### config.mk
export PLATFORM = sky130hd
export DESIGN_NAME = axi_cache_line_master
export DESIGN_NICKNAME = d
export VERILOG_FILES = /design/src/rtl/axi_pkg.sv /design/src/rtl/axi_cache_line_master.sv
export SDC_FILE = /design/constraint.sdc
export NUM_CORES = 1
export LEC_CHECK = 0
export ABC_AREA = 1
export BUFFER_PORTS_ARGS = -buffer_cell sky130_fd_sc_hd__buf_2
export CAP_MARGIN = 20
export CORE_AREA = 2 2 208 210
export DETAILED_ROUTE_END_ITERATION = 8
export DIE_AREA = 0 0 210 212
export PLACE_DENSITY = 0.57
export SYNTH_ARGS = -nofsm -noshare
export SYNTH_HDL_FRONTEND = slang
export SYNTH_SLANG_ARGS = --single-unit
### constraint.sdc
create_clock -name S_AXI_ACLK -period 2.1 [get_ports S_AXI_ACLK]
set_input_delay 0.21 -clock S_AXI_ACLK [delete_from_list [all_inputs] [get_ports S_AXI_ACLK]]
set_output_delay 0.21 -clock S_AXI_ACLK [all_outputs]
set_load 0.01 [all_outputs]
### src/rtl/axi_pkg.sv
// Shared AXI4 encodings, burst helpers and the cache-line master FSM state type.
package axi_pkg;

    localparam logic [1:0] BURST_FIXED = 2'b00;
    localparam logic [1:0] BURST_INCR  = 2'b01;
    localparam logic [1:0] BURST_WRAP  = 2'b10;

    localparam logic [1:0] RESP_OKAY   = 2'b00;
    localparam logic [1:0] RESP_EXOKAY = 2'b01;
    localparam logic [1:0] RESP_SLVERR = 2'b10;
    localparam logic [1:0] RESP_DECERR = 2'b11;

    typedef enum logic [2:0] {
        ST_IDLE,
        ST_AR,
        ST_R,
        ST_AW,
        ST_W,
        ST_B,
        ST_RESP
    } mst_state_t;

    function automatic logic [2:0] axi_size(input int data_w);
        return 3'($clog2(data_w / 8));
    endfunction

    // Address of the beat following addr within a burst of (len+1) beats.
    function automatic logic [63:0] axi_next_addr(input logic [63:0] addr,
                                                  input logic [2:0]  size,
                                                  input logic [1:0]  burst,
                                                  input logic [7:0]  len);
        logic [63:0] step;
        logic [63:0] wrap_bytes;
        step       = 64'd1 << size;
        wrap_bytes = (64'(len) + 64'd1) << size;
        case (burst)
            BURST_FIXED: return addr;
            BURST_WRAP:  return (addr & ~(wrap_bytes - 64'd1)) | ((addr + step) & (wrap_bytes - 64'd1));
            default:     return addr + step;
        endcase
    endfunction

endpackage

### src/rtl/axi_cache_line_master.sv
// AXI4 master turning one line refill/writeback into a single INCR burst, one transaction at a time.
// Request handshake to AR/AW VALID is 1 cycle; every channel holds VALID and payload until READY.
module axi_cache_line_master
    import axi_pkg::*;
#(
    parameter int C_M_AXI_ID_WIDTH   = 1,
    parameter int C_M_AXI_ID         = 0,
    parameter int C_M_AXI_ADDR_WIDTH = 32,
    parameter int C_M_AXI_DATA_WIDTH = 32,
    parameter int LINE_WORDS         = 4
) (
    input  logic                                       S_AXI_ACLK,
    input  logic                                       rst,
    input  logic                                       req_rd_valid,
    output logic                                       req_rd_ready,
    input  logic [C_M_AXI_ADDR_WIDTH-1:0]              req_rd_addr,
    output logic                                       resp_rd_valid,
    output logic [LINE_WORDS*C_M_AXI_DATA_WIDTH-1:0]   resp_rd_data,
    input  logic                                       req_wr_valid,
    output logic                                       req_wr_ready,
    input  logic [C_M_AXI_ADDR_WIDTH-1:0]              req_wr_addr,
    input  logic [LINE_WORDS*C_M_AXI_DATA_WIDTH-1:0]   req_wr_data,
    output logic                                       resp_wr_done,
    output logic                                       resp_err,
    output logic [C_M_AXI_ID_WIDTH-1:0]                M_AXI_ARID,
    output logic [C_M_AXI_ADDR_WIDTH-1:0]              M_AXI_ARADDR,
    output logic [7:0]                                 M_AXI_ARLEN,
    output logic [2:0]                                 M_AXI_ARSIZE,
    output logic [1:0]                                 M_AXI_ARBURST,
    output logic                                       M_AXI_ARLOCK,
    output logic [3:0]                                 M_AXI_ARCACHE,
    output logic [2:0]                                 M_AXI_ARPROT,
    output logic [3:0]                                 M_AXI_ARQOS,
    output logic [3:0]                                 M_AXI_ARREGION,
    output logic                                       M_AXI_ARVALID,
    input  logic                                       M_AXI_ARREADY,
    input  logic [C_M_AXI_ID_WIDTH-1:0]                M_AXI_RID,
    input  logic [C_M_AXI_DATA_WIDTH-1:0]              M_AXI_RDATA,
    input  logic [1:0]                                 M_AXI_RRESP,
    input  logic                                       M_AXI_RLAST,
    input  logic                                       M_AXI_RVALID,
    output logic                                       M_AXI_RREADY,
    output logic [C_M_AXI_ID_WIDTH-1:0]                M_AXI_AWID,
    output logic [C_M_AXI_ADDR_WIDTH-1:0]              M_AXI_AWADDR,
    output logic [7:0]                                 M_AXI_AWLEN,
    output logic [2:0]                                 M_AXI_AWSIZE,
    output logic [1:0]                                 M_AXI_AWBURST,
    output logic                                       M_AXI_AWLOCK,
    output logic [3:0]                                 M_AXI_AWCACHE,
    output logic [2:0]                                 M_AXI_AWPROT,
    output logic [3:0]                                 M_AXI_AWQOS,
    output logic [3:0]                                 M_AXI_AWREGION,
    output logic                                       M_AXI_AWVALID,
    input  logic                                       M_AXI_AWREADY,
    output logic [C_M_AXI_DATA_WIDTH-1:0]              M_AXI_WDATA,
    output logic [C_M_AXI_DATA_WIDTH/8-1:0]            M_AXI_WSTRB,
    output logic                                       M_AXI_WLAST,
    output logic                                       M_AXI_WVALID,
    input  logic                                       M_AXI_WREADY,
    input  logic [C_M_AXI_ID_WIDTH-1:0]                M_AXI_BID,
    input  logic [1:0]                                 M_AXI_BRESP,
    input  logic                                       M_AXI_BVALID,
    output logic                                       M_AXI_BREADY
);

    localparam int DW         = C_M_AXI_DATA_WIDTH;
    localparam int LINE_W     = LINE_WORDS * DW;
    localparam int IDX_W      = $clog2(LINE_WORDS);
    localparam int CNT_W      = IDX_W + 1;
    localparam logic [CNT_W-1:0]              LAST_CNT  = CNT_W'(LINE_WORDS - 1);
    localparam logic [C_M_AXI_ADDR_WIDTH-1:0] LINE_MASK = C_M_AXI_ADDR_WIDTH'(LINE_W / 8 - 1);
    localparam logic [C_M_AXI_ID_WIDTH-1:0]   ID_VAL    = C_M_AXI_ID_WIDTH'(C_M_AXI_ID);

    mst_state_t                    state_q, state_d;
    logic [C_M_AXI_ADDR_WIDTH-1:0] addr_q, addr_d;
    logic [LINE_W-1:0]             wr_line_q, wr_line_d;
    logic [LINE_W-1:0]             rd_line_q, rd_line_d;
    logic [CNT_W-1:0]              cnt_q, cnt_d;
    logic                          err_q, err_d;
    logic                          is_rd_q, is_rd_d;

    logic [IDX_W-1:0] idx;
    logic             cnt_last;
    logic             wr_hs;
    logic             rd_hs;

    assign idx      = cnt_q[IDX_W-1:0];
    assign cnt_last = (cnt_q == LAST_CNT);
    assign wr_hs    = req_wr_valid && req_wr_ready;
    assign rd_hs    = req_rd_valid && req_rd_ready;

    always_ff @(posedge S_AXI_ACLK) begin
        if (rst) begin
            state_q   <= ST_IDLE;
            addr_q    <= '0;
            wr_line_q <= '0;
            rd_line_q <= '0;
            cnt_q     <= '0;
            err_q     <= 1'b0;
            is_rd_q   <= 1'b0;
        end else begin
            state_q   <= state_d;
            addr_q    <= addr_d;
            wr_line_q <= wr_line_d;
            rd_line_q <= rd_line_d;
            cnt_q     <= cnt_d;
            err_q     <= err_d;
            is_rd_q   <= is_rd_d;
        end
    end

    always_comb begin
        state_d   = state_q;
        addr_d    = addr_q;
        wr_line_d = wr_line_q;
        rd_line_d = rd_line_q;
        cnt_d     = cnt_q;
        err_d     = err_q;
        is_rd_d   = is_rd_q;
        unique case (state_q)
            ST_IDLE: begin
                if (wr_hs) begin
                    addr_d    = req_wr_addr & ~LINE_MASK;
                    wr_line_d = req_wr_data;
                    cnt_d     = '0;
                    err_d     = 1'b0;
                    is_rd_d   = 1'b0;
                    state_d   = ST_AW;
                end else if (rd_hs) begin
                    addr_d  = req_rd_addr & ~LINE_MASK;
                    cnt_d   = '0;
                    err_d   = 1'b0;
                    is_rd_d = 1'b1;
                    state_d = ST_AR;
                end
            end
            ST_AR: if (M_AXI_ARREADY) state_d = ST_R;
            ST_R: begin
                // The beat count alone ends the burst; a misplaced RLAST only flags an error.
                if (M_AXI_RVALID) begin
                    rd_line_d[int'(idx)*DW +: DW] = M_AXI_RDATA;
                    if (M_AXI_RRESP != RESP_OKAY || M_AXI_RID != ID_VAL || M_AXI_RLAST != cnt_last)
                        err_d = 1'b1;
                    cnt_d = cnt_q + CNT_W'(1);
                    if (cnt_last) state_d = ST_RESP;
                end
            end
            ST_AW: if (M_AXI_AWREADY) state_d = ST_W;
            ST_W: begin
                if (M_AXI_WREADY) begin
                    cnt_d = cnt_q + CNT_W'(1);
                    if (cnt_last) state_d = ST_B;
                end
            end
            ST_B: begin
                if (M_AXI_BVALID) begin
                    if (M_AXI_BRESP != RESP_OKAY || M_AXI_BID != ID_VAL) err_d = 1'b1;
                    state_d = ST_RESP;
                end
            end
            ST_RESP: state_d = ST_IDLE;
            default: state_d = ST_IDLE;
        endcase
    end

    always_comb begin
        req_wr_ready  = 1'b0;
        req_rd_ready  = 1'b0;
        M_AXI_ARVALID = 1'b0;
        M_AXI_RREADY  = 1'b0;
        M_AXI_AWVALID = 1'b0;
        M_AXI_WVALID  = 1'b0;
        M_AXI_WLAST   = 1'b0;
        M_AXI_BREADY  = 1'b0;
        resp_rd_valid = 1'b0;
        resp_wr_done  = 1'b0;
        resp_err      = 1'b0;
        case (state_q)
            ST_IDLE: begin
                req_wr_ready = !rst;
                req_rd_ready = !rst && !req_wr_valid;
            end
            ST_AR:   M_AXI_ARVALID = 1'b1;
            ST_R:    M_AXI_RREADY  = 1'b1;
            ST_AW:   M_AXI_AWVALID = 1'b1;
            ST_W: begin
                M_AXI_WVALID = 1'b1;
                M_AXI_WLAST  = cnt_last;
            end
            ST_B:    M_AXI_BREADY  = 1'b1;
            ST_RESP: begin
                resp_rd_valid = is_rd_q;
                resp_wr_done  = !is_rd_q;
                resp_err      = err_q;
            end
            default: ;
        endcase
    end

    assign resp_rd_data = rd_line_q;
    assign M_AXI_WDATA  = wr_line_q[int'(idx)*DW +: DW];
    assign M_AXI_WSTRB  = '1;

    assign M_AXI_ARID     = ID_VAL;
    assign M_AXI_ARADDR   = addr_q;
    assign M_AXI_ARLEN    = 8'(LINE_WORDS - 1);
    assign M_AXI_ARSIZE   = axi_size(DW);
    assign M_AXI_ARBURST  = BURST_INCR;
    assign M_AXI_ARLOCK   = 1'b0;
    assign M_AXI_ARCACHE  = 4'd0;
    assign M_AXI_ARPROT   = 3'd0;
    assign M_AXI_ARQOS    = 4'd0;
    assign M_AXI_ARREGION = 4'd0;

    assign M_AXI_AWID     = ID_VAL;
    assign M_AXI_AWADDR   = addr_q;
    assign M_AXI_AWLEN    = 8'(LINE_WORDS - 1);
    assign M_AXI_AWSIZE   = axi_size(DW);
    assign M_AXI_AWBURST  = BURST_INCR;
    assign M_AXI_AWLOCK   = 1'b0;
    assign M_AXI_AWCACHE  = 4'd0;
    assign M_AXI_AWPROT   = 3'd0;
    assign M_AXI_AWQOS    = 4'd0;
    assign M_AXI_AWREGION = 4'd0;

endmodule
== Yosys cells after proc, flatten, opt, wreduce, memory -nomap -nowiden ==
Cells that the tools add are included.

* Add/sub/neg operators: 2
* Multipliers: 0
* Div/mod/pow operators: 0
* $lt $le $gt $ge: 0
* Equal/unequal tests: 18
* Shifts and indexed selects: 3
* Muxes and demuxes: 38
* Bitwise logic cells: 0
* Reduce and logical (&&, ||, !) cells: 21

{| class="wikitable"
|+ Operators by type and width
! operator !! count
|-
| 128-bit bitwise mux || 1
|-
| 32-bit by 33-bit variable shift with 128-bit output, first input constant || 1
|-
| 128-bit by 8-bit indexed part select with 32-bit output || 1
|-
| 32-bit by 33-bit indexed part select with 128-bit output || 1
|-
| 32-bit 2-to-1 mux || 2
|-
| 3-bit 2-to-1 mux || 13
|-
| 7-bit negation with 33-bit output || 1
|-
| 1-bit 2-to-1 mux || 19
|-
| 2-bit != test, second input constant || 9
|-
| 3-bit case mux with 6 select lines || 1
|-
| 3-bit by 2-bit equality test with 1-bit output, second input constant || 3
|-
| 3-bit equality test, second input constant || 3
|-
| 3-bit case mux with 3 select lines || 1
|-
| 8-bit AND reduction || 1
|-
| 2-bit AND reduction || 3
|-
| 6-bit AND reduction || 1
|-
| 2-bit nonzero test || 3
|-
| 3-bit nonzero test || 2
|-
| 4-bit AND reduction || 1
|-
| 3-bit by 1-bit adder with 3-bit output, second input constant || 1
|-
| 3-bit by 1-bit equality test with 1-bit output, second input constant || 1
|-
| 1-bit logical AND || 3
|-
| 1-bit logical NOT || 3
|-
| 3-bit logical NOT || 1
|-
| 4 further kinds || 6
|}

* Bits in registers: 296
* Bits in latches: 0
* Bits in writable memories: 0
* ROM bits: 0
* Output and inout port bits: 299
* Logic and storage cells: 89
* Memories: 0

== Logic depth before layout (Yosys ltp) ==
* Depth in word-level cells: 7
* Depth in mapped cells: 12
* Gate-level depth less buffers: 9

== Worst setup path before layout ==
OpenSTA, ideal clock, no wires.

* Path kind: register to register
* Start: register cnt_q[0]
* End: register rd_line_q[75], in the netlist resp_rd_data[75]
* Setup time: 70 ps
* Arrival time: 2,131 ps
* Required time: 2,030 ps
* Setup slack: -101 ps
* Stages on the path, launching flop included: 13
* Path buffers: 4
* Period minus slack after synthesis: 2,201 ps
* Cell sequence: dfxtp_1 > buf_2 > inv_2 > clkbuf_1 > ha_1 > buf_4 > clkinv_1 > nor2_1 > nand2_1 > inv_1 > clkbuf_1 > nand4_1 > a21oi_1

* Cells in the longest elaborated chain, start to end: 3
* Elaborated cells on any way between the ends: 4

{| class="wikitable"
|+ RTL lines
! item !! line !! text
|-
| from (decl) || axi_cache_line_master.sv:78 || <nowiki>logic [CNT_W-1:0] cnt_q, cnt_d;</nowiki>
|-
| from (signal assigned) || axi_cache_line_master.sv:106 || <nowiki>cnt_q <= cnt_d;</nowiki>
|-
| 7-bit negation with 33-bit output (*) || axi_cache_line_master.sv:141 || <nowiki>rd_line_d[int'(idx)*DW +: DW] = M_AXI_RDATA;</nowiki>
|-
| 32-bit by 33-bit indexed part select with 128-bit output or 32-bit by 33-bit variable shift with 128-bit output (tied branches) || axi_cache_line_master.sv:141 ||
|-
| 128-bit bitwise mux (*) || axi_cache_line_master.sv:141 ||
|-
| to (signal assigned) || axi_cache_line_master.sv:105 || <nowiki>rd_line_q <= rd_line_d;</nowiki>
|-
| to (decl) || axi_cache_line_master.sv:77 || <nowiki>logic [LINE_W-1:0] rd_line_q, rd_line_d;</nowiki>
|}

Mark *: on every way between the ends. The rest lies on a longest branch, timed or not.
A chain may end at the register's enable or synchronous reset.

== Worst setup path in the final report ==
* Start: register cnt_q[0]
* End: output M_AXI_WDATA[26]

* Cells in the longest elaborated chain, start to end: 1

{| class="wikitable"
|+ RTL lines
! item !! line !! text
|-
| 128-bit by 8-bit indexed part select with 32-bit output || axi_cache_line_master.sv:201 || <nowiki>assign M_AXI_WDATA = wr_line_q[int'(idx)*DW +: DW];</nowiki>
|-
| to (decl) || axi_cache_line_master.sv:55 || <nowiki>output logic [C_M_AXI_DATA_WIDTH-1:0] M_AXI_WDATA,</nowiki>
|}

No other way between the ends.

==> flow_metrics.py <==
metrics = {
    "outcome": {
        "status": "finished, final reports clean",
    },
    "timing": {
        "worst_slew_pin_slew_ns": 0.869,
        "setup_viol": 0,
        "tns_ns": 0,
        "drv_slew": 0,
        "whs_ns": 0.0383,
        "period_share": 0.982,
        "rsz0062_at_grt": "yes",
        "finClkSkew_ns": 0.0116,
        "finalHoldViolations": 0,
        "min_period_ns": 2.06,
        "fmax_mhz": 485,
        "slew_headroom": 0.421,
    },
    "final_layout": {
        "fillers": 4292,
        "seqCellArea_sq_um": 5850,
        "drive_gt1_frac": 0.253,
        "multi_input_area_sq_um": 5840,
        "area_growth_pct": 46.7,
        "stdcell_area_sq_um": 19000,
        "final_cells": 2947,
        "nets": 2618,
    },
    "yosys": {
        "yosysWarnings": 0,
        "avgSynthCellArea_sq_um": 7.28,
        "syn-cell-area_sq_um": 13000,
        "yosysTopAreaCellShare": 0.451,
        "synth.area.top_cells": "dfxtp_1 45%, nand2_1 14%, nand3_1 6.5%",
        "synth-seq-cells": 292,
        "ys_seq_area_frac": 0.451,
        "yosysUniqueCellTypes": 29,
        "netlist_instances": 1779,
        "synth_largest_area_cell": "dfxtp_1",
    },
    "pwr": {
        "ir_worst_vdd_mv": 0.570,
        "power_density_nw_per_um2": 1070,
        "power.leakage_nw": 8.91,
        "power.total_mw": 20.3,
    },
    "floorplanning": {
        "core_sq_um": 42500,
        "die_h_um": 212,
        "design.portCount": 539,
        "rows": 76,
        "start_util": 0.305,
        "fp.dieW_um": 210,
        "die_area_sq_um": 44500,
    },
    "place": {
        "hpwl_um": 33700,
        "dp.cells": 2660,
        "place_area_sq_um": 15500,
        "port_buffers": 458,
        "gp_congestion": 0.886,
    },
    "global_route": {
        "grt-ovfl-total": 0,
        "grt_pass1_vias": 13800,
        "antenna_found_initial": 9,
        "grt_pass1_wl_um": 75800,
        "grt_max_degree": 170,
        "grt_usage": 0.217,
    },
    "critical_path": {
        "setup.worst_path.class": "reg -> out",
        "worstPathRequired_ns": 1.89,
        "start_kind": "flip-flop",
        "cp_data_arrival_time_ns": 1.85,
        "crit_fanout": 16,
        "endpoint_kind": "primary output",
    },
    "clock_tree": {
        "clkSlewWorstSetupHoldPaths_ns": 0.06,
        "clkLatencyLatePin_ns": 0.54,
        "h-tree-depth": 2,
        "numCtsBuffers": 35,
        "root_buffer": "clkbuf_16",
        "cts.sinks": 292,
        "cts_max_path_buffers": 3,
        "cts_tree": "yes",
    },
    "detailed_routing": {
        "wl_per_cell_um": 17.3,
        "drc": 0,
        "wl_um": 51100,
        "viasPerCell": 4.88,
        "postRouteAntennaNets": 0,
        "dr.first_iter.drc_count": 1084,
        "drtPass1Iterations": 6,
        "num_vias": 14400,
    },
    "min_path": {
        "hold_class": "in -> reg",
    },
    "run": {
        "drv_cap": 0,
    },
}
cells in the final DEF, fill, tap and decap left out, types with 4 or more instances in the layout:
cell           instances
or2_2                  8
o21a_1                 8
clkbuf_16             38
conb_1                72
dfxtp_1              290
clkbuf_1               9
buf_4                 35
buf_12                23
inv_2                  4
diode_2                5
o22ai_1               31
clkbuf_8               8
buf_2                457
inv_1                 41
a21oi_1              124
nor2_1               116
ha_1                   4
nand4_1               93
dlygate4sd3_1        213
nor3_1                17
nand2_1              473
nand3_1              169
o21ai_0               98
a31oi_1               28
registers in the layout, summed over array words and instances, names as in the netlist:
name,cells
cnt_q,3
state_q,3
M_AXI_ARADDR,28
is_rd_q,1
wr_line_q,128
err_q,1
resp_rd_data,128
kinds of logic after synthesis:
family	synth area share
other	0.000580
buffers and inverters	0.122
xor gates and xnor gates	0.000676
AOI/OAI and AO/OA	0.122
and+or+nand+nor	0.298
DFF	0.451
adders and majority gates	0.00580
worst max-delay path: stages (launching register included):
cell and delay, ns:
dfxtp_4 0.41, inv_8 0.07, bufbuf_16 0.30, o21ai_0 0.26
o22ai_1 0.11, buf_2 0.16
layer usage:
metal | track usage | vias to the layer above | share of wire
li1 | - | 6962 | -
met5 | 0 | - | 0.00069
met1 | 0.257 | 6744 | 0.40
met4 | 0.102 | 6 | 0.042
met2 | 0.378 | 559 | 0.49
met3 | 0.0427 | 105 | 0.062
cells in the mapped netlist (all sizes together):
library cell  number
a21oi            127
o22ai             32
buf              166
nor2             120
xnor2              1
inv               47
or2                8
o21a               8
nand3b             2
a31oi             28
nand4             94
clkbuf            82
nand2            474
ha                 6
dfxtp            292
nor3              17
o21ai            101
clkinv             2
nand3            170
conb               2
where the power goes:
| group | internal (mW) | switching [mW] | total, mW |
|---|---|---|---|
| registers | 6.24 | 0.438 | 6.67 |
| logic | 2.86 | 4.67 | 7.54 |
| clock network | 3.63 | 2.42 | 6.06 |
metrics by stage:
step / util / worst slack (ns)
global route: 0.447 / -0.0505
detailed placement: 0.364 / 0.248
floorplan: - / -0.0491
CTS: 0.445 / 0.00229
finish: 0.447 / 0.0372
global placement: 0.364 / 0.282
path summary, 6_finish.rpt:
kind	slack [ns]	to	cells after the start	from
setup / recovery	0.04	M_AXI_WDATA[26]	5	cnt_q[0]
setup reg to reg	0.13	resp_rd_data[10]	10	cnt_q[1]
hold reg to reg	0.45	resp_rd_data[57]	2	resp_rd_data[57]
hold / removal	0.04	resp_rd_data[8]	3	M_AXI_RDATA[8]
timing repair:
| action | 4_1_cts | 5_1_grt |
|---|---|---|
| endpoints found under the hold margin | 211 | 0 |
| buffers inserted | 2 | 3 |
| cloned | 3 | 1 |
| pin swaps | 0 | 2 |
| hold buffers | 213 | 0 |
| gates resized for setup | 13 | 16 |
| setup endpoints to repair | 32 | 73 |
final cells by class:
type | count | share of cell area
Antenna cell | 5 | 0.000659
Clock buffer | 54 | 0.0563
Clock inverter | 7 | 0.00408
Inverter | 49 | 0.0105
Multi-Input combinational cell | 1260 | 0.307
Sequential cell | 292 | 0.308
Tap cell | 546 | 0.0360
Timing Repair Buffer | 734 | 0.277
Power figures use the tool's default switching activity.
